$ cat src/rtl/kbd_scan_decoder.sv
// kbd_scan_decoder: PS/2 set-2 scan bytes to BK-0010 key codes.
// Prefix FSM, keymap, held-key autorepeat and a FWFT output queue.
// Ports: clk, reset (async, high); scan_valid/scan_code byte in;
// key_valid/key_ready/key_code/key_ar2 queue head handshake;
// key_held, shift_state, overflow (sticky drop) status.
module kbd_scan_decoder #(
  parameter int unsigned FIFO_DEPTH   = 4,
  parameter int          REPEAT_EN    = 1,
  parameter int unsigned REPEAT_DELAY = 25000000,
  parameter int unsigned REPEAT_RATE  = 2500000
) (
  input  logic       clk,
  input  logic       reset,
  input  logic       scan_valid,
  input  logic [7:0] scan_code,
  input  logic       key_ready,
  output logic       key_valid,
  output logic [6:0] key_code,
  output logic       key_ar2,
  output logic       key_held,
  output logic       shift_state,
  output logic       overflow
);

  localparam int unsigned AW = $clog2(FIFO_DEPTH);
  localparam int unsigned RMAX =
    (REPEAT_DELAY > REPEAT_RATE) ? REPEAT_DELAY : REPEAT_RATE;
  localparam int unsigned CW = $clog2(RMAX + 1);
  localparam bit REP = (REPEAT_EN != 0);
  localparam logic [AW:0] FULL = (AW+1)'(FIFO_DEPTH);

  typedef enum logic [1:0] {
    IDLE,
    EXT,
    BRK,
    EXT_BRK
  } state_t;

  state_t state, state_nx;

  logic          done;
  logic          cur_ext, cur_brk;
  logic          ign;
  logic          is_shift, is_ctrl, is_skip;
  logic          modifier;
  logic          make, brk;
  logic [6:0]    lk_code;
  logic          lk_ar2;
  logic [4:0]    letter;
  logic [3:0]    digit;
  logic [6:0]    tr_code;
  logic          tr_ar2;
  logic          same_key;
  logic          make_enq;
  logic          brk_match;
  logic          rep_fire;
  logic          enq;
  logic [7:0]    enq_data;

  logic          ctrl_q;
  logic          held_q;
  logic          held_ext;
  logic [7:0]    held_sc;
  logic [6:0]    held_code;
  logic          held_ar2;
  logic [CW-1:0] rep_cnt;

  logic [7:0]    mem [FIFO_DEPTH];
  logic [AW-1:0] wr_ptr, rd_ptr;
  logic [AW:0]   count;
  logic          full, deq, push;
  logic          ovf_q;
  logic [7:0]    head;

  assign ign = (scan_code == 8'hAA) || (scan_code == 8'hFA) ||
               (scan_code == 8'hFE) || (scan_code == 8'hEE) ||
               (scan_code == 8'h00);

  always_comb begin
    state_nx = state;
    done     = 1'b0;
    if (scan_valid) begin
      unique case (state)
        IDLE: begin
          if (scan_code == 8'hE0)      state_nx = EXT;
          else if (scan_code == 8'hF0) state_nx = BRK;
          else if (!ign)               done = 1'b1;
        end
        EXT: begin
          if (scan_code == 8'hF0) begin
            state_nx = EXT_BRK;
          end else begin
            state_nx = IDLE;
            done     = 1'b1;
          end
        end
        BRK, EXT_BRK: begin
          state_nx = IDLE;
          done     = 1'b1;
        end
      endcase
    end
  end

  assign cur_ext  = (state == EXT) || (state == EXT_BRK);
  assign cur_brk  = (state == BRK) || (state == EXT_BRK);
  assign make     = done && !cur_brk;
  assign brk      = done && cur_brk;
  assign is_shift = !cur_ext && (scan_code == 8'h12);
  assign is_ctrl  = (scan_code == 8'h14);
  assign is_skip  = cur_ext &&
                    ((scan_code == 8'h12) || (scan_code == 8'h7C));
  assign modifier = is_shift || is_ctrl || is_skip;

  // Letters and digits resolve to an index first so the shift
  // variant is plain arithmetic instead of a second table.
  always_comb begin
    lk_code = 7'd0;
    lk_ar2  = 1'b0;
    letter  = 5'd31;
    digit   = 4'd15;
    if (cur_ext) begin
      case (scan_code)
        8'h75:   lk_code = 7'h1A;
        8'h72:   lk_code = 7'h1B;
        8'h6B:   lk_code = 7'h08;
        8'h74:   lk_code = 7'h19;
        8'h5A:   lk_code = 7'h0A;
        default: lk_code = 7'd0;
      endcase
    end else begin
      case (scan_code)
        8'h1C: letter = 5'd0;
        8'h32: letter = 5'd1;
        8'h21: letter = 5'd2;
        8'h23: letter = 5'd3;
        8'h24: letter = 5'd4;
        8'h2B: letter = 5'd5;
        8'h34: letter = 5'd6;
        8'h33: letter = 5'd7;
        8'h43: letter = 5'd8;
        8'h3B: letter = 5'd9;
        8'h42: letter = 5'd10;
        8'h4B: letter = 5'd11;
        8'h3A: letter = 5'd12;
        8'h31: letter = 5'd13;
        8'h44: letter = 5'd14;
        8'h4D: letter = 5'd15;
        8'h15: letter = 5'd16;
        8'h2D: letter = 5'd17;
        8'h1B: letter = 5'd18;
        8'h2C: letter = 5'd19;
        8'h3C: letter = 5'd20;
        8'h2A: letter = 5'd21;
        8'h1D: letter = 5'd22;
        8'h22: letter = 5'd23;
        8'h35: letter = 5'd24;
        8'h1A: letter = 5'd25;
        8'h45: digit = 4'd0;
        8'h16: digit = 4'd1;
        8'h1E: digit = 4'd2;
        8'h26: digit = 4'd3;
        8'h25: digit = 4'd4;
        8'h2E: digit = 4'd5;
        8'h36: digit = 4'd6;
        8'h3D: digit = 4'd7;
        8'h3E: digit = 4'd8;
        8'h46: digit = 4'd9;
        8'h29: lk_code = 7'h20;
        8'h5A: lk_code = 7'h0A;
        8'h66: lk_code = 7'h18;
        8'h0D: lk_code = 7'h09;
        8'h76: lk_code = 7'h1B;
        8'h05: begin lk_code = 7'h01; lk_ar2 = 1'b1; end
        8'h06: begin lk_code = 7'h02; lk_ar2 = 1'b1; end
        8'h04: begin lk_code = 7'h03; lk_ar2 = 1'b1; end
        8'h0C: begin lk_code = 7'h04; lk_ar2 = 1'b1; end
        8'h75: lk_code = 7'h38;
        8'h72: lk_code = 7'h32;
        8'h6B: lk_code = 7'h34;
        8'h74: lk_code = 7'h36;
        8'h73: lk_code = 7'h35;
        default: lk_code = 7'd0;
      endcase
      if (letter != 5'd31)
        lk_code = (shift_state ? 7'h41 : 7'h61) + {2'b00, letter};
      if (digit != 4'd15)
        lk_code = (shift_state && digit != 4'd0)
                ? 7'h20 + {3'b000, digit}
                : 7'h30 + {3'b000, digit};
    end
  end

  assign tr_code = (ctrl_q && lk_code[6]) ? {2'b00, lk_code[4:0]}
                                          : lk_code;
  assign tr_ar2  = (ctrl_q && lk_code[6]) ? 1'b0 : lk_ar2;

  assign same_key  = held_q && (held_ext == cur_ext) &&
                     (held_sc == scan_code);
  assign make_enq  = make && !modifier && (lk_code != 7'd0) &&
                     !(REP && same_key);
  assign brk_match = brk && same_key;
  // A break on the expiry cycle wins: the key is already up.
  assign rep_fire  = REP && held_q && (rep_cnt == CW'(1)) &&
                     !make_enq && !brk_match;
  assign enq       = make_enq || rep_fire;
  assign enq_data  = make_enq ? {tr_code, tr_ar2}
                              : {held_code, held_ar2};

  assign full = (count == FULL);
  assign deq  = key_valid && key_ready;
  // A full queue still accepts when the head leaves this cycle.
  assign push = enq && (!full || deq);

  always_ff @(posedge clk or posedge reset) begin
    if (reset) begin
      state       <= IDLE;
      shift_state <= 1'b0;
      ctrl_q      <= 1'b0;
      held_q      <= 1'b0;
      held_ext    <= 1'b0;
      held_sc     <= 8'd0;
      held_code   <= 7'd0;
      held_ar2    <= 1'b0;
      rep_cnt     <= '0;
      wr_ptr      <= '0;
      rd_ptr      <= '0;
      count       <= '0;
      ovf_q       <= 1'b0;
    end else begin
      state <= state_nx;
      if (done && is_shift) shift_state <= !cur_brk;
      if (done && is_ctrl)  ctrl_q      <= !cur_brk;
      if (make_enq) begin
        held_q    <= 1'b1;
        held_ext  <= cur_ext;
        held_sc   <= scan_code;
        held_code <= tr_code;
        held_ar2  <= tr_ar2;
        rep_cnt   <= CW'(REPEAT_DELAY);
      end else if (brk_match) begin
        held_q  <= 1'b0;
        rep_cnt <= '0;
      end else if (held_q && rep_cnt != '0) begin
        rep_cnt <= (rep_cnt == CW'(1)) ? CW'(REPEAT_RATE)
                                       : rep_cnt - 1'b1;
      end
      if (push) wr_ptr <= wr_ptr + 1'b1;
      if (deq)  rd_ptr <= rd_ptr + 1'b1;
      if (push && !deq)      count <= count + 1'b1;
      else if (!push && deq) count <= count - 1'b1;
      if (enq && full && !deq) ovf_q <= 1'b1;
    end
  end

  always_ff @(posedge clk) begin
    if (push) mem[wr_ptr] <= enq_data;
  end

  assign head      = mem[rd_ptr];
  assign key_valid = (count != '0);
  assign key_code  = key_valid ? head[7:1] : 7'd0;
  assign key_ar2   = key_valid ? head[0] : 1'b0;
  assign key_held  = held_q;
  assign overflow  = ovf_q;

endmodule
$ cat config.mk
export PLATFORM = sky130hd
export DESIGN_NAME = kbd_scan_decoder
export DESIGN_NICKNAME = d
export VERILOG_FILES = /design/src/rtl/kbd_scan_decoder.sv
export SDC_FILE = /design/constraint.sdc
export NUM_CORES = 1
export LEC_CHECK = 0
export ABC_AREA = 1
export ABC_CLOCK_PERIOD_IN_PS = 3700
export CORE_MARGIN = 2
export CORE_UTILIZATION = 61
export CTS_CLUSTER_SIZE = 8
export DETAILED_ROUTE_END_ITERATION = 8
export GPL_TIMING_DRIVEN = 0
export PLACE_DENSITY = 0.8
export SLEW_MARGIN = 10
export SYNTH_ARGS = -nofsm -noshare
export SYNTH_HDL_FRONTEND = slang
export SYNTH_SLANG_ARGS = --single-unit
$ cat constraint.sdc
create_clock -name clk -period 3.7 [get_ports clk]
set_input_delay 0.37 -clock clk [delete_from_list [all_inputs] [get_ports clk]]
set_output_delay 0.37 -clock clk [all_outputs]
set_load 0.01 [all_outputs]
# After elaboration in Yosys (flattened, before gate mapping)
# Memories as Yosys holds them, arrays and structs flattened.
# Cells that the tools add are included.
word_totals:
  reg_bits: 55
  mem_count: 1
  ramBits: 32
  romBits: 0
  elab_cells: 185
  out_inout_bits: 12
  latchBits: 0
  input_bits: 12
classes:
  shift: 0
  n_addsub: 8
  n_eq_ne: 69
  bitwise_logic: 0
  n_mul: 0
  n_lt_le_gt_ge: 0
  div: 0
  reduce_logical: 56
  n_mux: 38
mem_list:
  columns: ["name", "depth", "width", "rd", "rd_clocked_by_memory_dff", "wr", "line", "text"]
  rows:
  - ["mem", 4, 8, 1, 0, 1, "68", "logic [7:0] mem [FIFO_DEPTH];"]
op_table:
  columns: ["op", "count"]
  rows:
  - ["8-bit by 6-bit == test with 1-bit output, second input constant", 23]
  - ["5-bit case mux with 26 select lines", 1]
  - ["8-bit by 7-bit == test with 1-bit output, second input constant", 16]
  - ["25-bit 2-to-1 mux", 4]
  - ["6-bit case mux with 14 select lines", 1]
  - ["8-bit by 5-bit == test with 1-bit output, second input constant", 9]
  - ["8-bit == test, second input constant", 6]
  - ["7-bit 2-to-1 mux", 6]
  - ["4-bit case mux with 10 select lines", 1]
  - ["25-bit by 1-bit == test with 1-bit output, second input constant", 1]
  - ["5-bit case mux with 5 select lines", 1]
  - ["25-bit nonzero test", 1]
  - ["25-bit by 1-bit subtractor with 25-bit output, second input constant", 1]
  - ["8-bit by 3-bit == test with 1-bit output, second input constant", 3]
  - ["1-bit logical AND", 24]
  - ["8-bit by 4-bit == test with 1-bit output, second input constant", 2]
  - ["6-bit by 4-bit adder with 7-bit output, first input constant", 2]
  - ["1-bit 2-to-1 mux", 13]
  - ["1-bit logical OR", 11]
  - ["1-bit zero test", 9]
  - ["8-bit == test", 1]
  - ["8-bit zero test", 1]
  - ["8-bit 2-to-1 mux", 1]
  - ["7-bit by 5-bit adder with 7-bit output", 1]
  - ["other kinds (25)", 32]

# Depth between registers and ports, before layout
depth:
  ltp_word: 23
  mapped_depth: 36
  depth_no_buf: 34

# Worst setup path after synthesis
# Ideal clock, no wire load.
synth_path:
  path_type: "input to register"
  start: "input port scan_code[6]"
  end: "register count[1]"
  n_path_buf: 2
  setup_time_ns: 0.125
  t_arrival_ns: 3.998
  cell_stages: 34
  t_required_ns: 3.575
  path_slack_ns: -0.423
  cell_sequence: "buf_2 -> inv_2 -> nand2_1 -> nor2_1 -> nand2_1 -> o21ai_1 -> inv_1 -> nand2_1 -> nor2_1 -> nand2_4 -> nand2_1 -> ha_1 -> nand3_1 -> inv_1 -> ha_1 -> inv_1 -> a21oi_1 -> nor2_1 -> nand2_1 -> nand2_1 -> nand2_1 -> nor2_1 -> nand3_1 -> nor2_1 -> nand2_1 -> nand2_1 -> buf_6 -> nand2_2 -> nand2_2 -> inv_1 -> ha_1 -> inv_1 -> fa_1 -> mux2_2"
synth_via:
  elab_chain_cells: 22
  elab_cells_between_ends: 114
  classes_between: "add/sub: 3; eq/ne: 62; mux: 17; reduce/logical: 32"
synth_rtl:
  columns: ["element", "line", "text"]
  rows:
  - ["start: declaration", "15", "input logic [7:0] scan_code,"]
  - ["branches (longest 17 deep; another with 7-bit by 5-bit adder with 7-bit output)", null, null]
  - ["1-bit logical OR *", "206", "assign enq = make_enq || rep_fire;"]
  - ["1-bit logical AND *", "213", "assign push = enq && (!full || deq);"]
  - ["named net push", "71", "logic full, deq, push;"]
  - ["1-bit zero test", "251", "else if (!push && deq) count <= count - 1'b1;"]
  - ["1-bit logical AND", "251", null]
  - ["2-bit nonzero test (no line)", null, null]
  - ["end signal: assignment", "250", "if (push && !deq) count <= count + 1'b1;"]
  - ["end signal: assignment", "251", null]
  - ["end: declaration", "70", "logic [AW:0] count;"]
# Mark *: on every way through the listed nets, which the timed path passes. The select of a mux whose other input is x is not followed.
# A chain may end at the register's enable or synchronous reset.

# Worst setup path in the final report
layout_path:
  start: "input port scan_code[7]"
  end: "register count[2]"
# Same word-level chain as after synthesis.

==> metrics <==
Placer Congestion=0.9599; post-route antenna net violation count=0; worst r2r path cells=15; placed cell area=6017 um^2; final hold vios=0; synthesis-to-layout area growth=22.75%; final worst slack=0.01890 ns; core area=8806 um^2; CP Max Fanout=7; multi-input logic area=3266 um^2; CP endpoint kind=register; cells after synthesis=772; top cells by count, synth=nand2_1, nor2_1, dfrtp_1, inv_1, nand3_1; Clock Power Share=18.1%; setup repair after global routing missed its margin=yes; Via density=5.931; die height=99.56 um; Ys Warns=0; Worst-path clk slew=0.11 ns; layout cell share with drive strength beyond 1=20.38%; synthesized net count=794; Net Sw Frac=40.41%; Max-Cap Viols=0; Longest Clk Path Bufs=2; async set-or-reset flop fraction in the synthesized netlist=63.22%; die area=9912 um^2; post-synthesis cell area=5570 um^2; vias in the first global route=5070; Layout Skew=0.01974 ns; status=finished clean; Routed WL=15150 um; Setup Viol. Count Final=0; sequential power share=38.8%; pre-CTS setup slack=-1.365 ns; fin crit period=3.681 ns; Filler Cell Count=640; Tcrit/Tclk final=99.49%; CTS tree=built; Starting Density=63.26%; CP Launch Type=input port; Crit path largest cell delay=0.35 ns; GRT Util Overall=30.10%; critical path's most frequent cell=nand2_1; Slew HR=21.76%; CTS HTree Levels=3; # diodes=0; IO Count=24; port bufs=22; top-count cell post-synth=nand2_1; syn_area_per_cell=7.215 um^2; Internal=2248 uW; vias=5617; design area=6838 um^2; global-route wire length before repair=24050 um; cell depth of the worst setup path=35; Root Driver=clkbuf_8; Seq/Total Area, Yosys=41.96%; Synth cell types=42; critical path type=in2reg; Yosys top cell area share=24.71%; HPWL Detailed=10650 um; Yosys top cell by area=dfrtp_1; hold buffer count at CTS=0; Yosys reg bits=87; Net Switching=1524 uW; DRT Pass-1 Iters=8; global route overflow=0; leakage power=0.003024 uW; Fin Hold WS=0.3229 ns; Worst Path Buf+Inv=7; Post-synth EDFFs=32; worst path arrival time=3.92 ns; Reg area=2337 um^2; Avg WL per Cell=16.00 um; Post-route DRC=0; family with the most delay on the worst path=simple AND/OR/NAND/NOR gates; Logic pwr share=43.1%; largest net degree at the start of global routing=35; top_reg_cell synth=dfrtp_1; DR iter-0 viols=586; hold path cells=3; total negative setup slack=0 ns; CTS buffer count=9; max frequency=271.7 MHz; Cell Pwr Density=551.6 nW/um^2; worst hold-check path type=in2reg; antenna violations before repair=0; worst skew pair latency=0.36 ns; Max IR drop VDD=312.1 uV; Final #Nets=856; Req. time, crit path=3.94 ns; Slowest cell on crit path=fa_2; Sink Count=87; Slew @ Worst Pin=1.163 ns; Slew Limit Fails=0; die width=99.56 um; main area contributors after synthesis=dfrtp_1, edfxtp_1, nand2_1; Site Rows=34
cell families after synthesis:
logic type	after synthesis	share of synthesized area, %
adders and majority gates	10	2.381
and+or+nand+nor	445	33.69
DFF	87	41.96
muxes	2	0.4043
buffers and inverters	89	6.671
AOI/OAI and AO/OA	115	11.12
xor gates and xnor gates	24	3.774
worst min-delay path, stage by stage:
cell and delay (ns):
buf_8 0.12, inv_6 0.08, o21ai_1 0.07
placed cells by master (no fill, tap or decap), drive strengths merged, types with 2 or more instances in the layout:
master         netlist  final
a21oi               38     38
o311ai               3      3
inv                 64     70
mux2                 2      2
clkdlybuf4s50        0     15
nand3               47     47
edfxtp              32     32
dfrtp               55     55
xnor2                8      8
nor3                14     14
clkinv               6      5
nand2              201    201
nand3b               2      2
nand4               21     21
clkbuf              10     20
nor2               155    155
o21a                 2      2
xor2                16     16
o21ai               62     62
buf                  9     45
o31ai                2      2
a21boi               2      2
ha                   9      9
nor4                 5      5
repair_timing:
action | in CTS | in global routing
setup endpoints to repair | 113 | 66
pin swaps | 8 | 21
resized for setup | 97 | 67
setup buffers | 16 | 13
metal layers:
metal  track usage [%]  routed length [um]  up-vias
li1                  -                   -     2667
met1             44.41                6574     2634
met2             47.19                7132      291
met3             3.303                1246       25
met4             9.273                 196        0
met5                 0                   0        -
per-stage QoR:
step           cells  utilization, %  power (uW)
2_1_floorplan    772               -        2480
3_3_place_gp     902           68.03        2879
3_5_place_dp     903           68.33        2969
4_1_cts          935           74.10        3701
5_1_grt          947           77.65        4026
6_report         947           77.65        3772
sequential cells by signal (all words and copies together) (netlist names):
name / flops
key_held: 1
wr_ptr: 2
overflow: 1
count: 3
state: 2
held_ext: 1
held_ar2: 1
held_code: 7
rep_cnt: 25
held_sc: 8
mem: 32
rd_ptr: 2
ctrl_q: 1
shift_state: 1
power groups by stage:
stage | registers [uW] | logic, uW | clock network (uW)
finish | 1470 | 1620 | 682
global route | 1490 | 1810 | 722
CTS | 1460 | 1550 | 693
detailed placement | 1470 | 1490 | 0
global placement | 1460 | 1420 | 0
floorplan | 1430 | 1050 | 0
cell type report:
cell class / count / area share (%)
Sequential cell: 87 / 34.18
Timing Repair Buffer: 52 / 7.045
Clock inverter: 6 / 0.7868
Buffer: 18 / 1.537
Tap cell: 108 / 1.976
Inverter: 70 / 4.538
Clock buffer: 10 / 2.177
Multi-Input combinational cell: 596 / 47.76
path summary, 6_finish.rpt:
path | startpoint | endpoint | slack [ns]
max | scan_code[7] | count[2] | 0.02
min | scan_code[6] | held_sc[6] | 0.32
max reg2reg | rep_cnt[20] | count[2] | 0.29
min reg2reg | overflow | overflow | 0.47
max in group asynchronous | reset | held_code[0] | 2.79
min in group asynchronous | reset | count[0] | 0.35
No activity file was read; power rests on OpenSTA's default activity.
